**src/rtl/branch_resolver_if.sv**
```systemverilog
// branch_resolver_if: branch request / flag write / redirect bus between decode,
// the compare unit, fetch and the branch resolver.
`default_nettype none

interface branch_resolver_if #(
   parameter int ADDR_W = 18,
   parameter int OFF_W  = 10
);
   logic              flag_we;
   logic              zf_in;
   logic              cf_in;
   logic              br_valid;
   logic              br_ready;
   logic [2:0]        br_cond;
   logic [ADDR_W-1:0] br_pc;
   logic [OFF_W-1:0]  br_offset;
   logic              redirect_valid;
   logic [ADDR_W-1:0] redirect_pc;
   logic              flush;

   modport master (
      output flag_we, zf_in, cf_in, br_valid, br_cond, br_pc, br_offset,
      input  br_ready, redirect_valid, redirect_pc, flush
   );

   modport slave (
      input  flag_we, zf_in, cf_in, br_valid, br_cond, br_pc, br_offset,
      output br_ready, redirect_valid, redirect_pc, flush
   );
endinterface

`default_nettype wire

```
**src/rtl/branch_resolver.sv**
```systemverilog
// branch_resolver: holds ZF/CF, evaluates branch conditions, and issues a
// one-cycle PC redirect followed by a pipeline flush on taken branches.
`default_nettype none

module branch_resolver #(
   parameter int ADDR_W       = 18,
   parameter int OFF_W        = 10,
   parameter int FLUSH_CYCLES = 2,
   parameter int CNT_W        = 16
) (
   input  logic                clk,
   input  logic                rst,
   branch_resolver_if.slave    bus,
   output logic                zf_q,
   output logic                cf_q,
   output logic [CNT_W-1:0]    taken_count
);

   localparam int FCNT_W = $clog2(FLUSH_CYCLES + 1);

   typedef enum logic [1:0] {
      IDLE     = 2'd0,
      REDIRECT = 2'd1,
      FLUSH    = 2'd2
   } state_t;

   state_t            state;
   state_t            next_state;
   logic [FCNT_W-1:0] fcnt;
   logic [FCNT_W-1:0] fcnt_next;
   logic [ADDR_W-1:0] target_q;

   logic              flush_now;
   logic              flag_wr;
   logic              eff_z;
   logic              eff_c;
   logic              cond_true;
   logic              accept;
   logic              take;
   logic [ADDR_W-1:0] offset_ext;
   logic [ADDR_W-1:0] target;

   assign flush_now = (state != IDLE);
   assign flag_wr   = bus.flag_we && !flush_now;

   // Same-cycle flag writes are forwarded so a compare and its branch can pair up.
   assign eff_z = flag_wr ? bus.zf_in : zf_q;
   assign eff_c = flag_wr ? bus.cf_in : cf_q;

   always_comb begin
      cond_true = 1'b0;
      case (bus.br_cond)
         3'b000:  cond_true = 1'b0;
         3'b001:  cond_true = 1'b1;
         3'b010:  cond_true = eff_z;
         3'b011:  cond_true = !eff_z;
         3'b100:  cond_true = eff_c;
         3'b101:  cond_true = !eff_c && !eff_z;
         3'b110:  cond_true = eff_c || eff_z;
         3'b111:  cond_true = !eff_c;
         default: cond_true = 1'b0;
      endcase
   end

   assign accept     = bus.br_valid && bus.br_ready;
   assign take       = accept && cond_true;
   assign offset_ext = {{(ADDR_W-OFF_W){bus.br_offset[OFF_W-1]}}, bus.br_offset};
   assign target     = bus.br_pc + offset_ext;

   assign bus.br_ready       = rst && (state == IDLE);
   assign bus.redirect_valid = (state == REDIRECT);
   assign bus.flush          = flush_now;
   assign bus.redirect_pc    = target_q;

   always_comb begin
      next_state = state;
      fcnt_next  = fcnt;
      case (state)
         IDLE: begin
            if (take) next_state = REDIRECT;
         end
         REDIRECT: begin
            if (FLUSH_CYCLES > 1) begin
               next_state = FLUSH;
               fcnt_next  = FCNT_W'(FLUSH_CYCLES - 1);
            end else begin
               next_state = IDLE;
            end
         end
         FLUSH: begin
            if (fcnt <= FCNT_W'(1)) next_state = IDLE;
            else                    fcnt_next  = fcnt - FCNT_W'(1);
         end
         default: next_state = IDLE;
      endcase
   end

   always_ff @(posedge clk or negedge rst) begin
      if (!rst) begin
         state       <= IDLE;
         fcnt        <= '0;
         zf_q        <= 1'b0;
         cf_q        <= 1'b0;
         target_q    <= '0;
         taken_count <= '0;
      end else begin
         state <= next_state;
         fcnt  <= fcnt_next;
         if (flag_wr) begin
            zf_q <= bus.zf_in;
            cf_q <= bus.cf_in;
         end
         if (take) begin
            target_q <= target;
            if (taken_count != {CNT_W{1'b1}}) taken_count <= taken_count + CNT_W'(1);
         end
      end
   end

endmodule

`default_nettype wire

```
**src/flat_wrapper.sv**
```systemverilog
// flat-port wrapper written by rule: the top's interface ports become plain ports
module branch_resolver_flat 
#(
   parameter int ADDR_W       = 18,
   parameter int OFF_W        = 10,
   parameter int FLUSH_CYCLES = 2,
   parameter int CNT_W        = 16
)
  (clk, rst, zf_q, cf_q, taken_count, bus_flag_we, bus_zf_in, bus_cf_in, bus_br_valid, bus_br_cond, bus_br_pc, bus_br_offset, bus_br_ready, bus_redirect_valid, bus_redirect_pc, bus_flush);
  branch_resolver_if #(.ADDR_W(ADDR_W), .OFF_W(OFF_W)) bus_i ();
  input  logic clk;
  input  logic rst;
  output logic zf_q;
  output logic cf_q;
  output logic [CNT_W-1:0] taken_count;
  input wire logic [$bits(bus_i.flag_we)-1:0] bus_flag_we;
  input wire logic [$bits(bus_i.zf_in)-1:0] bus_zf_in;
  input wire logic [$bits(bus_i.cf_in)-1:0] bus_cf_in;
  input wire logic [$bits(bus_i.br_valid)-1:0] bus_br_valid;
  input wire logic [$bits(bus_i.br_cond)-1:0] bus_br_cond;
  input wire logic [$bits(bus_i.br_pc)-1:0] bus_br_pc;
  input wire logic [$bits(bus_i.br_offset)-1:0] bus_br_offset;
  output wire logic [$bits(bus_i.br_ready)-1:0] bus_br_ready;
  output wire logic [$bits(bus_i.redirect_valid)-1:0] bus_redirect_valid;
  output wire logic [$bits(bus_i.redirect_pc)-1:0] bus_redirect_pc;
  output wire logic [$bits(bus_i.flush)-1:0] bus_flush;
  assign bus_i.flag_we = bus_flag_we;
  assign bus_i.zf_in = bus_zf_in;
  assign bus_i.cf_in = bus_cf_in;
  assign bus_i.br_valid = bus_br_valid;
  assign bus_i.br_cond = bus_br_cond;
  assign bus_i.br_pc = bus_br_pc;
  assign bus_i.br_offset = bus_br_offset;
  assign bus_br_ready = bus_i.br_ready;
  assign bus_redirect_valid = bus_i.redirect_valid;
  assign bus_redirect_pc = bus_i.redirect_pc;
  assign bus_flush = bus_i.flush;
  branch_resolver #(.ADDR_W(ADDR_W), .OFF_W(OFF_W), .FLUSH_CYCLES(FLUSH_CYCLES), .CNT_W(CNT_W)) u_core (.clk(clk), .rst(rst), .bus(bus_i), .zf_q(zf_q), .cf_q(cf_q), .taken_count(taken_count));
endmodule
```
**config.mk**
```make
export PLATFORM = sky130hd
export DESIGN_NAME = branch_resolver_flat
export DESIGN_NICKNAME = d
export VERILOG_FILES = /design/src/rtl/branch_resolver_if.sv /design/src/rtl/branch_resolver.sv /design/src/flat_wrapper.sv
export SDC_FILE = /design/constraint.sdc
export NUM_CORES = 1
export LEC_CHECK = 0
export ABC_AREA = 1
export CAP_MARGIN = 15
export CORE_MARGIN = 3
export CORE_UTILIZATION = 30
export DETAILED_ROUTE_END_ITERATION = 10
export GPL_ROUTABILITY_DRIVEN = 0
export PLACE_DENSITY = 0.49
export SYNTH_ARGS = -nofsm -noshare
export SYNTH_HDL_FRONTEND = slang
export SYNTH_SLANG_ARGS = --single-unit
```
**constraint.sdc**
```tcl
create_clock -name clk -period 2 [get_ports clk]
set_input_delay 0.6 -clock clk [delete_from_list [all_inputs] [get_ports clk]]
set_output_delay 0.6 -clock clk [all_outputs]
set_load 0.05 [all_outputs]
```
* Word-level counts from Yosys, hierarchy flattened
Cells that the tools add are included.
Operators by class: reductions and logical operators 16, $add $sub $neg 3, magnitude comparators 1, equal/unequal tests 13, mux-type cells 8
Operator list (number):
- 18-bit adder | 1
- 16-bit by 1-bit adder with 16-bit output (second input constant) | 1
- 16-bit inequality test (second input constant) | 1
- 3-bit equality test (second input constant) | 4
- 1-bit case mux with 8 select lines | 1
- 3-bit by 2-bit equality test with 1-bit output (second input constant) | 2
- 2-bit two-way mux | 3
- 2-bit case mux with 3 select lines | 1
- 2-bit AND reduction | 3
- 1-bit logical AND | 5
- 2-bit by 1-bit inequality test with 1-bit output (second input constant) | 2
- 2-bit case mux with 2 select lines | 1
- 2-bit nonzero test | 2
- 3-bit by 1-bit equality test with 1-bit output (second input constant) | 1
- 1-bit logical NOT | 3
- 3-bit logical NOT | 1
- 2-bit by 1-bit equality test with 1-bit output (second input constant) | 1
- 2-bit equality test (second input constant) | 1
- 2-bit by 1-bit less-or-equal comparator with 1-bit output (second input constant) | 1
- 2-bit logical NOT | 1
- 1-bit two-way mux | 2
- 2-bit inequality test (second input constant) | 1
- 2-bit by 1-bit subtractor with 2-bit output (second input constant) | 1
- 1-bit logical OR | 1
Storage, ports and cells: register bits after elaboration 40, word-level logic and storage cells 47

* Logic depth before layout (Yosys ltp)
Gate-level depths: netlist of run 1.
word-level depth 10, gate-level depth with buffers 12

* Worst setup path before layout of run 1
OpenSTA, ideal clock, no wires.
kind register to output, start point reg u_core.state[1], end point out bus_br_ready, cell stages (with the launch flop) 4, data required time 1.400 ns, arrival time 1.489 ns, setup slack -0.089 ns, cells stage by stage dfrtp_1 > nor2_4 > inv_1 > nor2_1
On the way: cells in the longest elaborated chain, start to end 2
RTL lines:
- start: declaration | line branch_resolver.sv:27 | state_t state;
- start signal: assignment | line branch_resolver.sv:107 | state <= next_state;
- 2-bit logical NOT | line branch_resolver.sv:70 | assign bus.br_ready = rst && (state == IDLE);
- 1-bit logical AND | line branch_resolver.sv:70
- end: declaration | line flat_wrapper.sv:23 | output wire logic [$bits(bus_i.br_ready)-1:0] bus_br_ready;
Every way passes these cells.

* Worst setup path in the final report of run 1
start point in bus_br_pc[14], end point reg u_core.target_q[17] (netlist: u_core.bus.redirect_pc[17])
On the way: cells in the longest elaborated chain, start to end 1
RTL lines:
- start: declaration | line flat_wrapper.sv:21 | input wire logic [$bits(bus_i.br_pc)-1:0] bus_br_pc;
- 18-bit adder | line branch_resolver.sv:68 | assign target = bus.br_pc + offset_ext;
- end signal: assignment | line branch_resolver.sv:114 | target_q <= target;
- end: declaration | line branch_resolver.sv:31 | logic [ADDR_W-1:0] target_q;
Every way passes these cells. A chain may end at the register's enable or synchronous reset.

==> impl_metrics.csv, run 1 <==
group,metric,value,unit
floorplanning,fp-row-count,35,
yosys,yosys_most_used_dff,"dfrtp_1",
grt,gr-total-overflow,0,
worst_setup_path,cp.required,2180,ps
outcome,outcome,"finished, final reports clean",
grt,antenna_found_initial,0,
timing,max_freq,516,MHz
timing,rsz0062_at_grt,"true",
route,antenna_left,0,
clock_tree,cts_made_buffers,5,
yosys,async_flop_share,100,%
placement,portBuffers,75,
route,drtPass1Iterations,4,
yosys,syn_inst,431,
grt,grt_pass1_wl,13900,um
layout,fin_util,49.5,%
worst_setup_path,cp.buffers_inverters,1,
layout,nets,615,
worst_setup_path,crit_family,"simple AND/OR/NAND/NOR gates",
worst_setup_path,slowest_stage,"clkdlybuf4s50_1",
worst_setup_path,cp_cell_sequence,"clkdlybuf4s50_1, ha_4, nand2_1, nor2_2, nand2_1, nor2_1, nand2_1, nand3_1, nand2_1, nand3_1, nand2_1",
timing,slew_headroom,79.1,%
timing,layout_min_cycle_time,1940,ps
min_path,hold_path.class,"in -> async",
layout,area_growth,56.8,%
pwr,ir_drop,0.332,mV
run,drv_cap,0,
floorplanning,ios,76,
pwr,p_per_area,765,mW/mm2
timing,period_share,96.8,%
route,vias,3104,
route,vias_per_cell,4.51,
clock_tree,cts.clk_slew.worst_paths,80,ps
pwr,switchingPower,1.60,mW
clock_tree,htree_levels,2,
yosys,synth_seq_cells,40,
yosys,synth-edff-count,0,
clock_tree,clkSinkCount,40,
worst_setup_path,start_kind,"primary input",
yosys,netlist_top_cells_area,"dfrtp_1, nand2_1, ha_1",
clock_tree,cts_buffer_depth,2,
yosys,synth_area,0.00298,mm2
worst_setup_path,critPathMaxFanout,3,
placement,hpwl,6480,um
timing,setup_viol,0,
pwr,power.total,3.58,mW
floorplanning,start_util,31.5,%
worst_setup_path,cpMostUsedCell,"nand2_1",
route,drt-total-wl,8490,um
yosys,yosysTopAreaCell,"dfrtp_1",
clock_tree,cts_tree,"done",
pwr,p_int,1.98,mW
pwr,seqPwrFrac,31.0,%
floorplanning,die_area,0.0112,mm2
route,drt_iter0_drc,82,
worst_setup_path,max_stage_delay,460,ps
clock_tree,worstSkewPairLatency,290,ps
clock_tree,clock-root-buffer,"clkbuf_8",
pwr,p_sw_share,44.7,%
yosys,ys_seq_area_share,33.5,%
timing,final_hold_viol_count,0,
pwr,comb_power_share,53.3,%
pwr,power_frac_clock,15.7,%
worst_setup_path,setup.worst_path.class,"in -> reg",
layout,diodes,0,
layout,drive_gt1_share,27.9,%
grt,gr-usage-all-layers,15.0,%
grt,grt_pass1_vias,2931,
pwr,power_leakage,2.46,nW
layout,fill_cells,958,
worst_setup_path,critical_path_arrival,2120,ps
route,wire_per_inst,12.3,um
yosys,synth_cell_type_count,27,
clock_tree,hold_buffers,0,
yosys,synth_area_per_cell,6.92,um2
timing,fin_skew,3.21,ps
worst_setup_path,critPathCaptureType,"register",
yosys,yosysTopAreaCellShare,33.5,%
route,drc,0,
floorplanning,core_region_area,0.00946,mm2
grt,grt_max_degree,26,
timing,worst_slew_pin_slew,313,ps
yosys,syn_nets,488,
timing,drv_slew,0,
floorplanning,die_w,106,um
yosys,ys.warnings.count,0,
floorplanning,die_h,106,um
## sequential cells by signal, indices dropped and copies added (netlist names)
signal	cells
u_core.fcnt	2
u_core.taken_count	16
u_core.state	2
u_core.zf_q	1
u_core.bus.redirect_pc	18
u_core.cf_q	1
## final cells by class
type	count	area (um2)	share of cell area [%]
Clock buffer	8	90.1	1.93
Inverter	47	176	3.77
Multi-Input combinational cell	337	2080	44.4
Timing Repair Buffer	127	1170	25.1
Sequential cell	40	1000	21.4
Tap cell	129	161	3.45
## path summary, 6_finish.rpt
kind / startpoint / end / slack (ps) / cells after the start
max reg2reg: u_core.taken_count[1]$_DFFE_PN0P_ / u_core.taken_count[7]$_DFFE_PN0P_ / 290 / 7
max in group asynchronous: rst / u_core.taken_count[13]$_DFFE_PN0P_ / 1410 / 2
min: rst / u_core.cf_q$_DFF_PN0_ / 100 / 1
min reg2reg: u_core.bus.redirect_pc[11]$_DFFE_PN0P_ / u_core.bus.redirect_pc[11]$_DFFE_PN0P_ / 480 / 2
min in group clk: u_core.bus.redirect_pc[11]$_DFFE_PN0P_ / u_core.bus.redirect_pc[11]$_DFFE_PN0P_ / 480 / 2
max: bus_br_pc[14] / u_core.bus.redirect_pc[17]$_DFFE_PN0P_ / 60 / 11
## routing by layer
metal | vias to the layer above | part of all wire (%) | GRT usage, %
li1 | 1624 | - | -
met1 | 1429 | 46 | 19.1
met2 | 44 | 50 | 26.6
met3 | 7 | 2.8 | 2.33
met4 | 0 | 0.98 | 3.52
met5 | - | 0 | 0
## placed cells by master (no fill, tap or decap), types with 2 or more instances in the layout
cell	instances
clkbuf_1	2
buf_12	5
nand2_2	13
o21ai_0	11
xnor2_1	11
xor2_1	10
nor2_2	7
nor3_1	3
nand2_1	147
clkbuf_8	6
dfrtp_1	40
nand3_1	42
dlygate4sd2_1	4
nand3b_1	11
a21oi_1	5
a21oi_2	7
clkdlybuf4s50_1	15
ha_1	3
buf_6	3
nor2_1	27
nor2_4	2
nand4_1	4
and2_1	3
buf_4	81
inv_1	46
ha_4	15
dlymetal6s2s_1	16
nand3_2	4
## power by group through the flow
stage | sequential, mW | clock, mW | combinational [mW]
5_1_grt | 1.14 | 0.620 | 2.06
3_3_place_gp | 1.13 | 0 | 1.78
3_5_place_dp | 1.13 | 0 | 1.79
4_1_cts | 1.12 | 0.592 | 1.86
2_1_floorplan | 1.72 | 0 | 0.498
6_report | 1.11 | 0.562 | 1.91
## stage by stage
step                      setup TNS (ps)  area (um2)  setup WS (ps)  hold slack, ps  std cells
after floorplan                        0        2990           21.2             304        431
after global placement            -10920        4110           -545             407        671
after detailed placement          -11440        4110           -608             408        671
after CTS                              0        4410           3.53            86.9        683
after global routing               -71.1        4680          -16.8            88.8        688
final                                  0        4680           63.9             100        688
## synthesized netlist by cell type (10+ instances only)
cell type / count
ha_1: 19
nand3b_1: 11
dfrtp_1: 40
nand3_1: 45
xnor2_1: 11
a21oi_1: 13
nor2_1: 33
xor2_1: 10
inv_1: 47
nand2_1: 161
o21ai_0: 12
## timing repair
item,4_1_cts,5_1_grt
pin swaps,6,19
setup endpoints to repair,13,30
cloned,1,1
buffers inserted,3,4
gates resized for setup,39,45
## worst reg2reg max path, stage by stage (launching register included)
cell     delay (ps)
dfrtp_1         350
ha_1            180
nand3_1         140
nor2_2          210
nand4_2         310
buf_4           280
nand3_1          90
nand2_1          50
## cells by family (layout without fill, tap and decap cells)
group	count (synthesis)	after routing	share of synthesized area [%]
AO/OA/AOI/OAI	27	27	4.65
AND/OR/NAND/NOR	268	268	38.8
flip-flops	40	40	33.5
buffers and inverters	54	182	7.80
adder cells (fa/ha/maj)	20	20	8.64
multiplexers	1	1	0.377
XOR/XNOR	21	21	6.16
Note: power is estimated with default switching activity, not from simulation.
==> run 2, diff against run 1 <==
--- a/config.mk
+++ b/config.mk
@@ -8,10 +8,10 @@
 export ABC_AREA = 1
 export CAP_MARGIN = 15
 export CORE_MARGIN = 3
-export CORE_UTILIZATION = 30
+export CORE_UTILIZATION = 50
 export DETAILED_ROUTE_END_ITERATION = 10
 export GPL_ROUTABILITY_DRIVEN = 0
-export PLACE_DENSITY = 0.49
+export PLACE_DENSITY = 0.77
 export SYNTH_ARGS = -nofsm -noshare
 export SYNTH_HDL_FRONTEND = slang
 export SYNTH_SLANG_ARGS = --single-unit
==> constraint.sdc (replaced) <==
create_clock -name clk -period 1.9 [get_ports clk]
set_input_delay 0.57 -clock clk [delete_from_list [all_inputs] [get_ports clk]]
set_output_delay 0.57 -clock clk [all_outputs]
set_load 0.05 [all_outputs]
==> impl_metrics.csv, run 2 (same netlist as run 1, synthesis figures left out) <==
group,metric,value,unit
route,antenna_left,0,
worst_setup_path,setup.worst_path.class,"in -> reg",
floorplanning,die_h,83.3,um
clock_tree,cts_made_buffers,5,
layout,fin_util,84.5,%
clock_tree,cts_tree,"done",
worst_setup_path,critPathCaptureType,"register",
grt,gr-total-overflow,0,
outcome,outcome,"finished, violations left",
clock_tree,clock-root-buffer,"clkbuf_8",
layout,final_common_cell,"nand2_1",
layout,nets,610,
clock_tree,cts_buffer_depth,2,
worst_setup_path,reg2reg_from,"u_core.taken_count[0]$_DFFE_PN0P_",
floorplanning,fp-row-count,27,
worst_setup_path,start_kind,"primary input",
grt,top_usage_layer,"met2",
layout,fill_cells,327,
placement,dp_slack,-627,ps
timing,worst_slew_pin_slew,418,ps
outcome,violations,"setup timing",
placement,hpwl,6090,um
grt,antenna_found_initial,0,
floorplanning,ios,76,
timing,drv_slew,0,
run,drv_cap,0,
worst_setup_path,crit_family,"simple AND/OR/NAND/NOR gates",
grt,grt_pass1_wl,13600,um
layout,layout.cells.non_filler,625,
timing,setup_viol,1,
floorplanning,die_w,83.3,um
grt,gr-usage-met2,42.3,%
placement,portBuffers,75,
floorplanning,core_region_area,0.00564,mm2
worst_setup_path,critPathMaxFanout,9,
worst_setup_path,r2r_setup_slack,80,ps
grt,grt_util_met3,4.27,%
grt,grt_pass1_vias,3161,
clock_tree,htree_levels,2,
timing,max_freq,524,MHz
timing,period_share,100,%
worst_setup_path,timing.rr.end,"u_core.taken_count[2]$_DFFE_PN0P_",
worst_setup_path,cp.required,2130,ps
pwr,power_leakage,2.54,nW
timing,final_hold_viol_count,0,
route,drtPass1Iterations,5,
timing,holdWs,217,ps
route,drt_iter0_drc,215,
layout,largest_reg_flops,18,
min_path,hold_path.class,"in -> async",
route,drt-total-wl,9650,um
worst_setup_path,cpMostUsedCell,"nand2_1",
clock_tree,hold_buffers,0,
grt,gr-usage-all-layers,23.4,%
clock_tree,clkSinkCount,40,
floorplanning,start_util,52.9,%
timing,slew_headroom,72.1,%
worst_setup_path,cp_cell_sequence,"buf_2, ha_4, a21oi_1, o21ai_0, nor2_1, nand2_1, nand2_1, nand3_1, nand2_1",
route,vias,3415,
pwr,power.total,3.89,mW
timing,fin_skew,2.84,ps
timing,layout_min_cycle_time,1910,ps
grt,met1_usage,26.9,%
worst_setup_path,slowest_stage,"buf_2",
worst_setup_path,reg2reg_depth,7,
clock_tree,cts.clk_slew.worst_paths,70,ps
worst_setup_path,cp.buffers_inverters,1,
floorplanning,die_area,0.00693,mm2
layout,mostFrequentLayoutCells,"nand2_1, buf_4, inv_1",
layout,diodes,0,
route,drc,0,
clock_tree,worstSkewPairLatency,290,ps
worst_setup_path,critical_path_arrival,2140,ps
worst_setup_path,max_stage_delay,340,ps
route,vias_per_cell,5.46,
layout,area_growth,59.8,%
pwr,ir_drop,0.759,mV
pwr,p_per_area,817,mW/mm2
placement,placedCellCount,611,
timing,layout_setup_ws,-7.45,ps
grt,grt_max_degree,34,
layout,drive_gt1_share,31.8,%
route,wire_per_inst,15.4,um
[run 2: repair_timing]
action | in CTS | in global routing
endpoints found under the setup margin | 29 | 32
setup buffers | 0 | 5
pin swaps | 15 | 34
cloned | 0 | 2
resized for setup | 42 | 81
[run 2: report_power, final]
part           internal, mW  switching (mW)  total, mW  leakage [nW]
registers              1.04           0.151       1.19         0.511
logic                 0.768            1.33       2.09          1.98
clock network         0.323           0.286      0.609        0.0503
total                  2.13            1.76       3.89          2.54
[run 2: worst max path at each step]
stage / startpoint / endpoint / slack, ps / cells after the start
detailed placement: bus_br_offset[9] / u_core.bus.redirect_pc[17]$_DFFE_PN0P_ / -630 / 11
finish: bus_br_offset[9] / u_core.bus.redirect_pc[14]$_DFFE_PN0P_ / -7 / 9
global route: bus_br_cond[1] / u_core.bus.redirect_pc[0]$_DFFE_PN0P_ / -50 / 11
global placement: bus_br_offset[9] / u_core.bus.redirect_pc[17]$_DFFE_PN0P_ / -560 / 8
CTS: bus_br_pc[0] / u_core.bus.redirect_pc[12]$_DFFE_PN0P_ / -20 / 12
floorplan: bus_br_offset[0] / u_core.bus.redirect_pc[12]$_DFFE_PN0P_ / 7 / 11
[run 2: metal layers]
metal / vias up / routed length [um]
li1: 1615 / -
met1: 1618 / 3690
met2: 157 / 5180
met3: 25 / 540
met4: 0 / 247
met5: - / 0
[run 2: layout make-up]
class                           count  area (um2)  area share (%)
Multi-Input combinational cell    338        2170            45.4
Timing Repair Buffer              121        1230            25.9
Sequential cell                    40        1000            21.1
Inverter                           47         176            3.70
Clock buffer                        7        96.3            2.02
Tap cell                           72        90.1            1.89
[run 2: metrics by stage]
step	instance area [um2]	setup TNS (ps)
floorplan	2990	0
global placement	4150	-12090
detailed placement	4150	-13700
CTS	4400	-24.4
global route	4770	-629
finish	4770	-7.45
[run 2: worst reg2reg max path, cell delays in order, from the launching register on]
cell	delay, ps
dfrtp_2	420
ha_1	210
nand3_1	170
nor2_4	200
nand4_2	280
buf_4	280
nand3_1	80
nand2_1	60
